## src/rtl/mem_line_ctrl.sv

```systemverilog
// Line transfer engine between the cache controller and the external memory port:
// optional write-back of one dirty line, then optional fill of one line, word by word.
module mem_line_ctrl #(
  parameter int unsigned DATA_WIDTH  = 32,
  parameter int unsigned ADDR_WIDTH  = 32,
  parameter int unsigned BLOCK_WORDS = 16,
  parameter int unsigned OFF_W       = $clog2(BLOCK_WORDS)
) (
  input  logic                  clk,
  input  logic                  arst,
  input  logic                  i_start,
  input  logic                  i_writeback,
  input  logic                  i_fill,
  input  logic [ADDR_WIDTH-1:0] i_wb_addr,
  input  logic [ADDR_WIDTH-1:0] i_fill_addr,
  input  logic [DATA_WIDTH-1:0] i_wb_data,
  output logic [OFF_W-1:0]      o_word_idx,
  output logic                  o_fill_we,
  output logic [DATA_WIDTH-1:0] o_fill_data,
  output logic                  o_busy,
  output logic                  o_done,
  output logic                  o_mem_read_request,
  output logic                  o_mem_write_en,
  output logic [ADDR_WIDTH-1:0] o_mem_addr,
  output logic [DATA_WIDTH-1:0] o_mem_data,
  input  logic [DATA_WIDTH-1:0] i_mem_data,
  input  logic                  i_mem_successful_access
);

  localparam int unsigned LINE_W = ADDR_WIDTH - OFF_W - 2;

  typedef enum logic [1:0] {
    IDLE,
    WRITE,
    READ,
    DONE
  } state_e;

  state_e            state_q, state_d;
  logic [OFF_W-1:0]  idx_q, idx_d;
  logic [LINE_W-1:0] wb_line_q, wb_line_d;
  logic [LINE_W-1:0] fill_line_q, fill_line_d;
  logic              fill_q, fill_d;
  logic              last_word;

  // Word-offset and byte bits of the incoming addresses are replaced by idx.
  logic unused_addr_bits;
  assign unused_addr_bits = ^{i_wb_addr[OFF_W+1:0], i_fill_addr[OFF_W+1:0]};

  assign last_word = &idx_q;

  always_comb begin
    state_d     = state_q;
    idx_d       = idx_q;
    wb_line_d   = wb_line_q;
    fill_line_d = fill_line_q;
    fill_d      = fill_q;
    case (state_q)
      IDLE: begin
        if (i_start) begin
          wb_line_d   = i_wb_addr[ADDR_WIDTH-1:OFF_W+2];
          fill_line_d = i_fill_addr[ADDR_WIDTH-1:OFF_W+2];
          fill_d      = i_fill;
          idx_d       = '0;
          if (i_writeback)  state_d = WRITE;
          else if (i_fill)  state_d = READ;
          else              state_d = DONE;
        end
      end
      WRITE: begin
        if (i_mem_successful_access) begin
          idx_d = idx_q + 1'b1;
          if (last_word) begin
            idx_d   = '0;
            state_d = fill_q ? READ : DONE;
          end
        end
      end
      READ: begin
        if (i_mem_successful_access) begin
          idx_d = idx_q + 1'b1;
          if (last_word) begin
            idx_d   = '0;
            state_d = DONE;
          end
        end
      end
      DONE:    state_d = IDLE;
      default: state_d = IDLE;
    endcase
  end

  always_ff @(posedge clk) begin
    if (arst) begin
      state_q     <= IDLE;
      idx_q       <= '0;
      wb_line_q   <= '0;
      fill_line_q <= '0;
      fill_q      <= 1'b0;
    end else begin
      state_q     <= state_d;
      idx_q       <= idx_d;
      wb_line_q   <= wb_line_d;
      fill_line_q <= fill_line_d;
      fill_q      <= fill_d;
    end
  end

  // Control outputs decode the state register; data paths stay combinational.
  always_comb begin
    o_busy             = (state_q != IDLE);
    o_done             = (state_q == DONE);
    o_word_idx         = idx_q;
    o_mem_write_en     = (state_q == WRITE);
    o_mem_read_request = (state_q == READ);
    o_mem_addr         = '0;
    o_mem_data         = '0;
    o_fill_we          = 1'b0;
    o_fill_data        = '0;
    case (state_q)
      WRITE: begin
        o_mem_addr = {wb_line_q, idx_q, 2'b00};
        o_mem_data = i_wb_data;
      end
      READ: begin
        o_mem_addr = {fill_line_q, idx_q, 2'b00};
        o_fill_we  = i_mem_successful_access;
        if (i_mem_successful_access) o_fill_data = i_mem_data;
      end
      default: ;
    endcase
  end

endmodule

```

## config.mk

```make
export PLATFORM = sky130hd
export DESIGN_NAME = mem_line_ctrl
export DESIGN_NICKNAME = d
export VERILOG_FILES = /design/src/rtl/mem_line_ctrl.sv
export SDC_FILE = /design/constraint.sdc
export NUM_CORES = 1
export LEC_CHECK = 0
export ABC_AREA = 1
export CORE_ASPECT_RATIO = 1.75
export CORE_MARGIN = 5
export CORE_UTILIZATION = 31
export CTS_CLUSTER_DIAMETER = 120
export CTS_CLUSTER_SIZE = 25
export DETAILED_ROUTE_END_ITERATION = 8
export GPL_TIMING_DRIVEN = 1
export PLACE_DENSITY = 0.77
export SLEW_MARGIN = 0
export SYNTH_ARGS = -nofsm -noshare
export SYNTH_HDL_FRONTEND = slang
export SYNTH_SLANG_ARGS = --single-unit
```

## constraint.sdc

```tcl
create_clock -name clk -period 1.3 [get_ports clk]
set_input_delay 0.26 -clock clk [delete_from_list [all_inputs] [get_ports clk]]
set_output_delay 0.26 -clock clk [all_outputs]
set_load 0.01 [all_outputs]
```

# After elaboration in Yosys (flattened, before gate mapping)
# Cells that the tools add are included.
# Widths: inputs -> output; s select.
# classes
n_addsub	1
eq_ne	9
muxes	18
reduce_logical	8
# op_table
cell	count
$mux 32	3
$pmux 32 s2	1
$mux 2	6
$mux 4	3
$ne 2x1->1 const B	5
$pmux 2 s4	1
$pmux 4 s2	1
$reduce_and 5->1	1
$add 4x1->4 const B	1
$eq 2x2->1 const B	2
$reduce_and 4->1	1
$reduce_bool 2->1	2
$mux 1	3
$reduce_and 3->1	1
$eq 2x1->1 const B	1
$logic_not 2->1	1
$ne 2x2->1 const B	1
$reduce_and 2->1	1
$reduce_or 2->1	1
# totals
register_bits	59
input_bits	134
out_inout_bits	105

# Depth between registers and ports, before layout
# Gate-level depths: netlist of run 1.
# depth
ltp_word	4
mapped_depth	10

# Worst setup path after synthesis of run 1
# OpenSTA, ideal clock, no wires.
# synth_timing
kind	reg2out
startpoint	register state_q[1]
endpoint	output o_mem_addr[2]
t_arrival_ps	1298
t_required_ps	1040
slack_ps	-258
stages_incl_launch_ff	6
n_path_buf	1
path_cell_list	dfxtp_1 -> inv_1 -> ha_1 -> inv_2 -> buf_2 -> nor3_1
# synth_via
elab_chain_cells	2
# synth_rtl
element	line	source
start: declaration	39	state_e state_q, state_d;
start signal: assignment	101	state_q <= state_d;
$eq 2x2->1 or $eq 2x1->1 (tied branches)	120	case (state_q)
$pmux 32 s2 (*)	120	
end: declaration	24	output logic [ADDR_WIDTH-1:0] o_mem_addr,
# Every way passes the cells marked *; elsewhere a longest branch is shown, timed or not.

# Worst setup path after layout of run 1
# layout_timing
startpoint	register state_q[1]
endpoint	output o_mem_data[9]
# layout_via
elab_chain_cells	2
# layout_rtl
element	line	source
$eq 2x1->1	120	
$mux 32	120	
end: declaration	25	output logic [DATA_WIDTH-1:0] o_mem_data,
# No other way between the ends.

==> results of run 1 <==
==> where the power goes <==
group / internal [W] / leakage [nW] / switching, W / total [W]
logic: 0.00675 / 3.58 / 0.00705 / 0.0138
clock network: 0.00145 / 0.138 / 0.000889 / 0.00234
registers: 0.00232 / 0.490 / 0.000634 / 0.00295
==> per-layer routing <==
| metal | up-vias | part of all wire (%) | routed length [microns] | global-route usage [%] |
|---|---|---|---|---|
| li1 | 2208 | - | - | - |
| met1 | 2486 | 32 | 7280 | 25.1 |
| met2 | 373 | 52 | 12100 | 50.9 |
| met3 | 147 | 7.1 | 1640 | 4.87 |
| met4 | 0 | 8.9 | 2060 | 17.4 |
| met5 | - | 0 | 0 | 0 |
==> critical path: stages (launching register included) <==
cell and delay [ns]:
dfxtp_4 0.37, inv_4 0.09, ha_4 0.20, buf_12 0.15, buf_12 0.12, buf_8 0.11
nand2_2 0.05, inv_1 0.08, buf_2 0.16
==> how the worst min path moves through the flow <==
stage / slack (ns) / startpoint / depth (start not counted) / to
6_report: 0.49 / fill_q / 2 / fill_q
5_1_grt: 0.52 / fill_line_q[19] / 2 / fill_line_q[19]
4_1_cts: 0.48 / wb_line_q[4] / 2 / wb_line_q[4]
3_5_place_dp: 0.47 / fill_line_q[8] / 2 / fill_line_q[8]
3_3_place_gp: 0.46 / fill_line_q[3] / 2 / fill_line_q[3]
2_1_floorplan: 0.32 / arst / 1 / o_word_idx[3]
==> state kept, by name, indices dropped and copies added, names as in the netlist <==
| signal | flops |
|---|---|
| fill_q | 1 |
| o_word_idx | 4 |
| wb_line_q | 26 |
| state_q | 2 |
| fill_line_q | 26 |
==> cell families after synthesis <==
kind of cell	Yosys count	synth area share, %
adder cells (fa/ha/maj)	7	2.68
flip-flops	59	36.2
buffers and inverters	118	16.0
AO/OA/AOI/OAI	89	13.7
other	1	0.115
AND/OR/NAND/NOR	261	31.3
==> cell usage after synthesis (all sizes together) <==
cell type,number
nor2,145
nand2,105
inv,84
dfxtp,59
o21ai,58
a21oi,31
buf,22
clkbuf,12
ha,7
nand3,5
nor3,4
nand4,2
conb,1
==> layout make-up <==
cell class / count / area (sq um) / area share [%]
Antenna cell: 3 / 7.51 / 0.0833
Clock inverter: 7 / 58.8 / 0.653
Clock buffer: 9 / 225 / 2.50
Tap cell: 127 / 159 / 1.76
Timing Repair Buffer: 317 / 3770 / 41.8
Multi-Input combinational cell: 359 / 3240 / 36.0
Sequential cell: 59 / 1190 / 13.2
Inverter: 84 / 358 / 3.97
==> per-stage QoR <==
stage               setup TNS [ns]  area [sq um]  setup slack, ns
finish                      -63.02          9010           -0.651
floorplan                    -2.15          3890          -0.0323
global placement            -61.81          6380           -0.674
CTS                         -52.86          7870           -0.582
detailed placement          -64.59          6380           -0.704
global route                -67.79          9010           -0.679
==> layout by cell type, fill, tap and decap left out, types with 15 or more instances in the layout <==
cell type	netlist	final
clkdlybuf4s50_1	0	121
buf_12	0	25
nor2_1	144	66
dfxtp_1	59	56
nand2_4	0	52
buf_6	4	108
inv_1	80	46
nand2_2	2	40
buf_4	7	23
nor2_4	0	65
buf_16	0	15
o21ai_2	0	43
a21oi_4	0	26
buf_2	11	16
inv_2	3	29
==> repair_timing <==
| item | 4_1_cts | 5_1_grt |
|---|---|---|
| gates cloned | 18 | 6 |
| gates resized for setup | 686 | 291 |
| pin swaps | 25 | 51 |
| setup buffers | 28 | 16 |
| endpoints found under the setup margin | 162 | 161 |
| endpoints found under the hold margin | 0 | 0 |
==> impl_metrics.py, run 1 <==
metrics = {
    "status": {
        "run_status": "finished, violations left",
        "violations": "setup timing",
    },
    "grt": {
        "overflow": 0,
        "first_pass_grt_wire_length_mm": 26.1,
        "grt_use_total_pct": 27.0,
        "antenna_found_initial": 3,
        "maximum_number_of_pins_on_one_net_before_global_route_repair": 30,
        "number_of_global_route_vias_before_repair": 4946,
    },
    "clock_tree": {
        "clk_lat_worst_skew_ns": 0.34,
        "clk_transition_reported_paths_ns": 0.06,
        "clk_path_buf_depth": 2,
        "numClockSinks": 59,
        "cts_tree": "done",
        "root_buffer_cell": "clkbuf_16",
        "cts_bufs_inserted": 9,
        "ctsHoldBuffers": 0,
        "htreeDepth": 3,
    },
    "drt": {
        "drt_pre_antenna_iters": 5,
        "routed_wire_length_per_instance_microns": 23.9,
        "drc": 0,
        "ant_nets": 0,
        "detailedRoute.firstIterationViolations": 333,
        "avgViaCountPerCell": 5.40,
        "route.final.wire_length_mm": 23.1,
        "route.vias.total": 5214,
    },
    "worst_setup_path": {
        "setup.worst_path.end_class": "output port",
        "reg2reg_to": "state_q[0]",
        "critical_path_class": "register to output port",
        "crit_path_start": "state_q[1]",
        "arrival_time_reported_for_the_critical_path_endpoint_ns": 1.69,
        "worst-endpoint-required_ns": 1.04,
        "worst_r2r_path_depth": 12,
        "worstSetupStartpointType": "register",
        "r2r-start": "state_q[1]",
        "crit_end": "o_mem_data[9]",
        "largest_fanout_on_the_critical_path": 6,
        "rrSetupSlack_ns": -0.32,
    },
    "timing": {
        "count_of_endpoints_failing_setup_in_the_final_report": 158,
        "final_slew_viol_count": 0,
        "period_needed_ns": 1.95,
        "report.final.hold_viol_count": 0,
        "clock.fmax_mhz": 513,
        "fin_ws_ns": -0.651,
        "hold_slack_ns": 0.491,
        "final.period_utilization_pct": 150,
        "fin_skew_ns": 0.00661,
        "unrepaired_setup_endpoints_after_global_routing": "yes",
    },
    "cells_and_area": {
        "num-nets-final": 971,
        "drive_gt1_share_pct": 61.2,
        "n_fill_cell": 389,
        "finish.cell_count_without_fillers": 965,
        "syn_to_final_growth_pct": 176,
        "post-route-util_pct": 87.5,
    },
    "place": {
        "hpwlAfterDp_mm": 11.3,
        "placed_insts": 886,
        "routabilityCongestion": 0.846,
        "buffer_ports.inserted": 224,
    },
    "logic_synthesis": {
        "syn_inst": 535,
        "post_synth_num_cell_types": 24,
        "synth.cell_area_sq_um": 3270,
        "synth_top_area_cell": "dfxtp_1",
        "synth_area_per_cell_sq_um": 6.11,
        "ys_top_cells_by_area": "dfxtp_1 (36%), nor2_1 (17%), nand2_1 (12%)",
        "synthDominantCellAreaShare_pct": 36.2,
        "ys_ff_latch": 59,
        "ys_warn_count": 0,
        "sequential_cell_area_fraction_in_the_yosys_report_pct": 36.2,
    },
    "job": {
        "maxCapViolCount": 0,
    },
    "floorplan": {
        "fp.coreArea_sq_um": 10300,
        "die_height_microns": 146,
        "ports_placed_on_the_boundary": 239,
        "die_area_sq_um": 12800,
        "die_w_microns": 87.6,
        "num_rows": 49,
        "start_util_pct": 31.7,
    },
    "power_and_ir_drop": {
        "max-vdd-ir-drop_v": 0.00236,
        "pwr_density_cell_nw_per_um2": 2120,
        "power_w": 0.0191,
        "power_leakage_nw": 4.21,
    },
    "min_path": {
        "hold_crit_path_type": "register to register",
    },
}
Note: power is estimated with default switching activity, not from simulation.
==> run 2, diff against run 1 <==
--- a/config.mk
+++ b/config.mk
@@ -6,6 +6,7 @@
 export NUM_CORES = 1
 export LEC_CHECK = 0
 export ABC_AREA = 1
+export CAP_MARGIN = 20
 export CORE_ASPECT_RATIO = 1.75
 export CORE_MARGIN = 5
 export CORE_UTILIZATION = 31
==> results of run 2 <==
Same layout as run 1: the final DEF is identical, and so are final timing and power.
==> run 3, diff against run 2 <==
--- a/config.mk
+++ b/config.mk
@@ -5,7 +5,6 @@
 export SDC_FILE = /design/constraint.sdc
 export NUM_CORES = 1
 export LEC_CHECK = 0
-export ABC_AREA = 1
 export CAP_MARGIN = 20
 export CORE_ASPECT_RATIO = 1.75
 export CORE_MARGIN = 5
@@ -14,7 +13,7 @@
 export CTS_CLUSTER_SIZE = 25
 export DETAILED_ROUTE_END_ITERATION = 8
 export GPL_TIMING_DRIVEN = 1
-export PLACE_DENSITY = 0.77
+export PLACE_DENSITY = 0.78
 export SLEW_MARGIN = 0
 export SYNTH_ARGS = -nofsm -noshare
 export SYNTH_HDL_FRONTEND = slang
==> run 3 against run 2 <==
The flow still finishes with violations (setup timing); hold slack worse by 0.061 ns; sequential share of layout area up 0.71 points; first-iteration DRC count down 24%; sequential power down 14%; clock power down 4%; critical path depth down 1; core utilization down 0.55 points; cell count down 12%; routed wire length down 9.1%; global-route usage down 1.0 points; total power down 11%; die area down 4.0%.
==> impl_metrics.py, run 3 <==
metrics = {
    "status": {
        "run_status": "finished, violations left",
        "violations": "setup timing",
    },
    "timing": {
        "hold_slack_ns": 0.430,
        "period_needed_ns": 2.00,
        "fin_ws_ns": -0.697,
        "count_of_endpoints_failing_setup_in_the_final_report": 159,
        "unrepaired_setup_endpoints_after_global_routing": "yes",
        "clock.fmax_mhz": 501,
        "report.final.hold_viol_count": 0,
        "final.period_utilization_pct": 154,
        "fin_skew_ns": 0.00511,
        "totalNegativeSetupSlack_ns": -66.46,
        "final_slew_viol_count": 0,
    },
    "clock_tree": {
        "numClockSinks": 59,
        "clk_path_buf_depth": 2,
        "root_buffer_cell": "clkbuf_16",
        "ctsHoldBuffers": 0,
        "cts_tree": "done",
        "clk_transition_reported_paths_ns": 0.05,
        "htreeDepth": 3,
        "cts_bufs_inserted": 9,
        "clk_lat_worst_skew_ns": 0.33,
    },
    "worst_setup_path": {
        "worstSetupStartpointType": "register",
        "worst_r2r_path_depth": 9,
        "arrival_time_reported_for_the_critical_path_endpoint_ns": 1.74,
        "worst-endpoint-required_ns": 1.04,
        "crit_end": "o_mem_addr[5]",
        "largest_fanout_on_the_critical_path": 5,
        "crit_path_start": "state_q[1]",
        "r2r-start": "state_q[1]",
        "critical_path_class": "register to output port",
        "setup.worst_path.end_class": "output port",
        "rrSetupSlack_ns": -0.51,
        "reg2reg_to": "state_q[0]",
    },
    "logic_synthesis": {
        "synth-edff-count": 0,
        "ys_top_cells_by_area": "dfxtp_1 (38%), nand2_1 (13%), a21oi_1 (9.0%)",
        "synth_top_area_cell": "dfxtp_1",
        "synthDominantCellAreaShare_pct": 37.8,
        "multiplexer_fraction_of_the_synthesized_cell_area_pct": 0.361,
        "synth_common_cells": "nand2_1 (111), dfxtp_1 (59), a21oi_1 (56)",
        "synth-simple-area-share_pct": 33.9,
        "ys_ff_latch": 59,
        "synth_compound_gate_area_share_pct": 17.8,
        "synthAdderAreaFrac_pct": 2.80,
        "synth.cell_area_sq_um": 3120,
        "synth_area_per_cell_sq_um": 7.30,
        "post_synth_xor_area_fraction_pct": 0,
        "dominant_combinational_cell_family_by_area_after_synthesis": "simple AND/OR/NAND/NOR gates",
        "ys_warn_count": 0,
        "post_synth_num_cell_types": 39,
        "synth-async-reset-ratio_pct": 0,
        "ys_dominant_reg_cell": "dfxtp_1",
        "yosysMostFrequentCell": "nand2_1",
        "syn_inst": 428,
        "sequential_cell_area_fraction_in_the_yosys_report_pct": 37.8,
    },
    "drt": {
        "ant_nets": 0,
        "avgViaCountPerCell": 5.53,
        "drc": 0,
        "route.vias.total": 4677,
        "route.final.wire_length_mm": 21.0,
        "routed_wire_length_per_instance_microns": 24.8,
        "drt_pre_antenna_iters": 4,
        "detailedRoute.firstIterationViolations": 252,
    },
    "grt": {
        "maximum_number_of_pins_on_one_net_before_global_route_repair": 60,
        "grt_use_total_pct": 26.0,
        "overflow": 0,
        "first_pass_grt_wire_length_mm": 24.5,
        "number_of_global_route_vias_before_repair": 4517,
        "antenna_found_initial": 1,
    },
    "place": {
        "routabilityCongestion": 0.902,
        "hpwlAfterDp_mm": 10.5,
        "buffer_ports.inserted": 224,
        "dpl-instance-area_sq_um": 6210,
    },
    "cells_and_area": {
        "n_fill_cell": 420,
        "post-route-util_pct": 86.9,
        "num-nets-final": 855,
        "drive_gt1_share_pct": 70.5,
        "most_frequent_cells_in_the_layout": "buf_6 (129), clkdlybuf4s50_1 (119), nand2_4 (69)",
        "final_common_cell": "buf_6",
        "fin_area_sq_um": 8560,
        "syn_to_final_growth_pct": 174,
    },
    "min_path": {
        "hold_crit_path_type": "input pin to register",
    },
    "floorplan": {
        "die_area_sq_um": 12300,
        "ports_placed_on_the_boundary": 239,
        "start_util_pct": 31.7,
        "fp.coreArea_sq_um": 9850,
        "die_height_microns": 143,
        "num_rows": 48,
        "die_w_microns": 85.9,
    },
    "power_and_ir_drop": {
        "pwr_density_cell_nw_per_um2": 1990,
        "power_leakage_nw": 3.61,
        "max-vdd-ir-drop_v": 0.00161,
        "power_w": 0.0171,
    },
    "job": {
        "maxCapViolCount": 0,
    },
}
run 3: cell count changes after synthesis, sizes merged, moves of 6 or more:
cell | before | now
nor2 | 145 | 30
nand2 | 105 | 111
o21ai | 58 | 2
a22oi | 0 | 26
and2 | 0 | 34
a21oi | 31 | 57
clkbuf | 12 | 22
inv | 84 | 6
and3 | 0 | 35
run 3: layout make-up:
class                   count  area, sq um  area share, %
flip-flops and latches     59         1190           13.9
clock buffers              11          253           2.95
clock inverters             5         26.3          0.307
diodes                      1         2.50         0.0292
inverters                   6         37.5          0.438
well taps                 125          156           1.83
multi-input cells         324         3200           37.4
repair buffers            314         3700           43.2
run 3: how the worst min path moves through the flow:
stage | start | endpoint | depth (start not counted)
after floorplan | i_fill_addr[25] | fill_line_q[19] | 2
after global placement | fill_q | fill_q | 2
after detailed placement | fill_q | fill_q | 2
after CTS | arst | o_word_idx[2] | 3
after global routing | arst | o_word_idx[2] | 3
final | arst | o_word_idx[2] | 3
run 3: worst max-delay path: stages (launching register included):
cell	delay, ns
dfxtp_4	0.36
inv_4	0.05
buf_12	0.12
ha_4	0.29
inv_8	0.06
buf_12	0.13
nor3b_2	0.21
buf_2	0.19
run 3: what timing repair did:
item                       CTS  global route
buffers inserted            25            25
gates cloned                13             7
setup endpoints to repair  162           162
pin swaps                   57           114
resized for setup          593           263
run 3: per-stage QoR:
stage	instances	worst slack [ns]
final	845	-0.697
after global routing	845	-0.714
after CTS	819	-0.591
after detailed placement	768	-0.655
after global placement	768	-0.631
after floorplan	429	-0.124
run 3: power breakdown:
| group | switching [W] | total (W) | internal (W) |
|---|---|---|---|
| clock | 0.000858 | 0.00224 | 0.00138 |
| sequential | 0.000380 | 0.00253 | 0.00215 |
| combinational | 0.00582 | 0.0123 | 0.00647 |
run 3: cells by family (layout without fill, tap and decap cells):
group,after synthesis,in the layout
AOI/OAI and AO/OA,91,91
adders and majority gates,7,7
and+or+nand+nor,223,223
muxes,1,1
other,1,3
DFF,59,59
buffers and inverters,46,336
run 3: routing by layer:
layer | part of all wire (%) | vias up | wire length, microns | track usage, %
met3 | 7.0 | 91 | 1460 | 5.89
met2 | 54 | 287 | 11300 | 49.8
li1 | - | 2014 | - | -
met5 | 0 | - | 0 | 0
met4 | 7.0 | 0 | 1480 | 14.3
met1 | 32 | 2285 | 6720 | 24.7
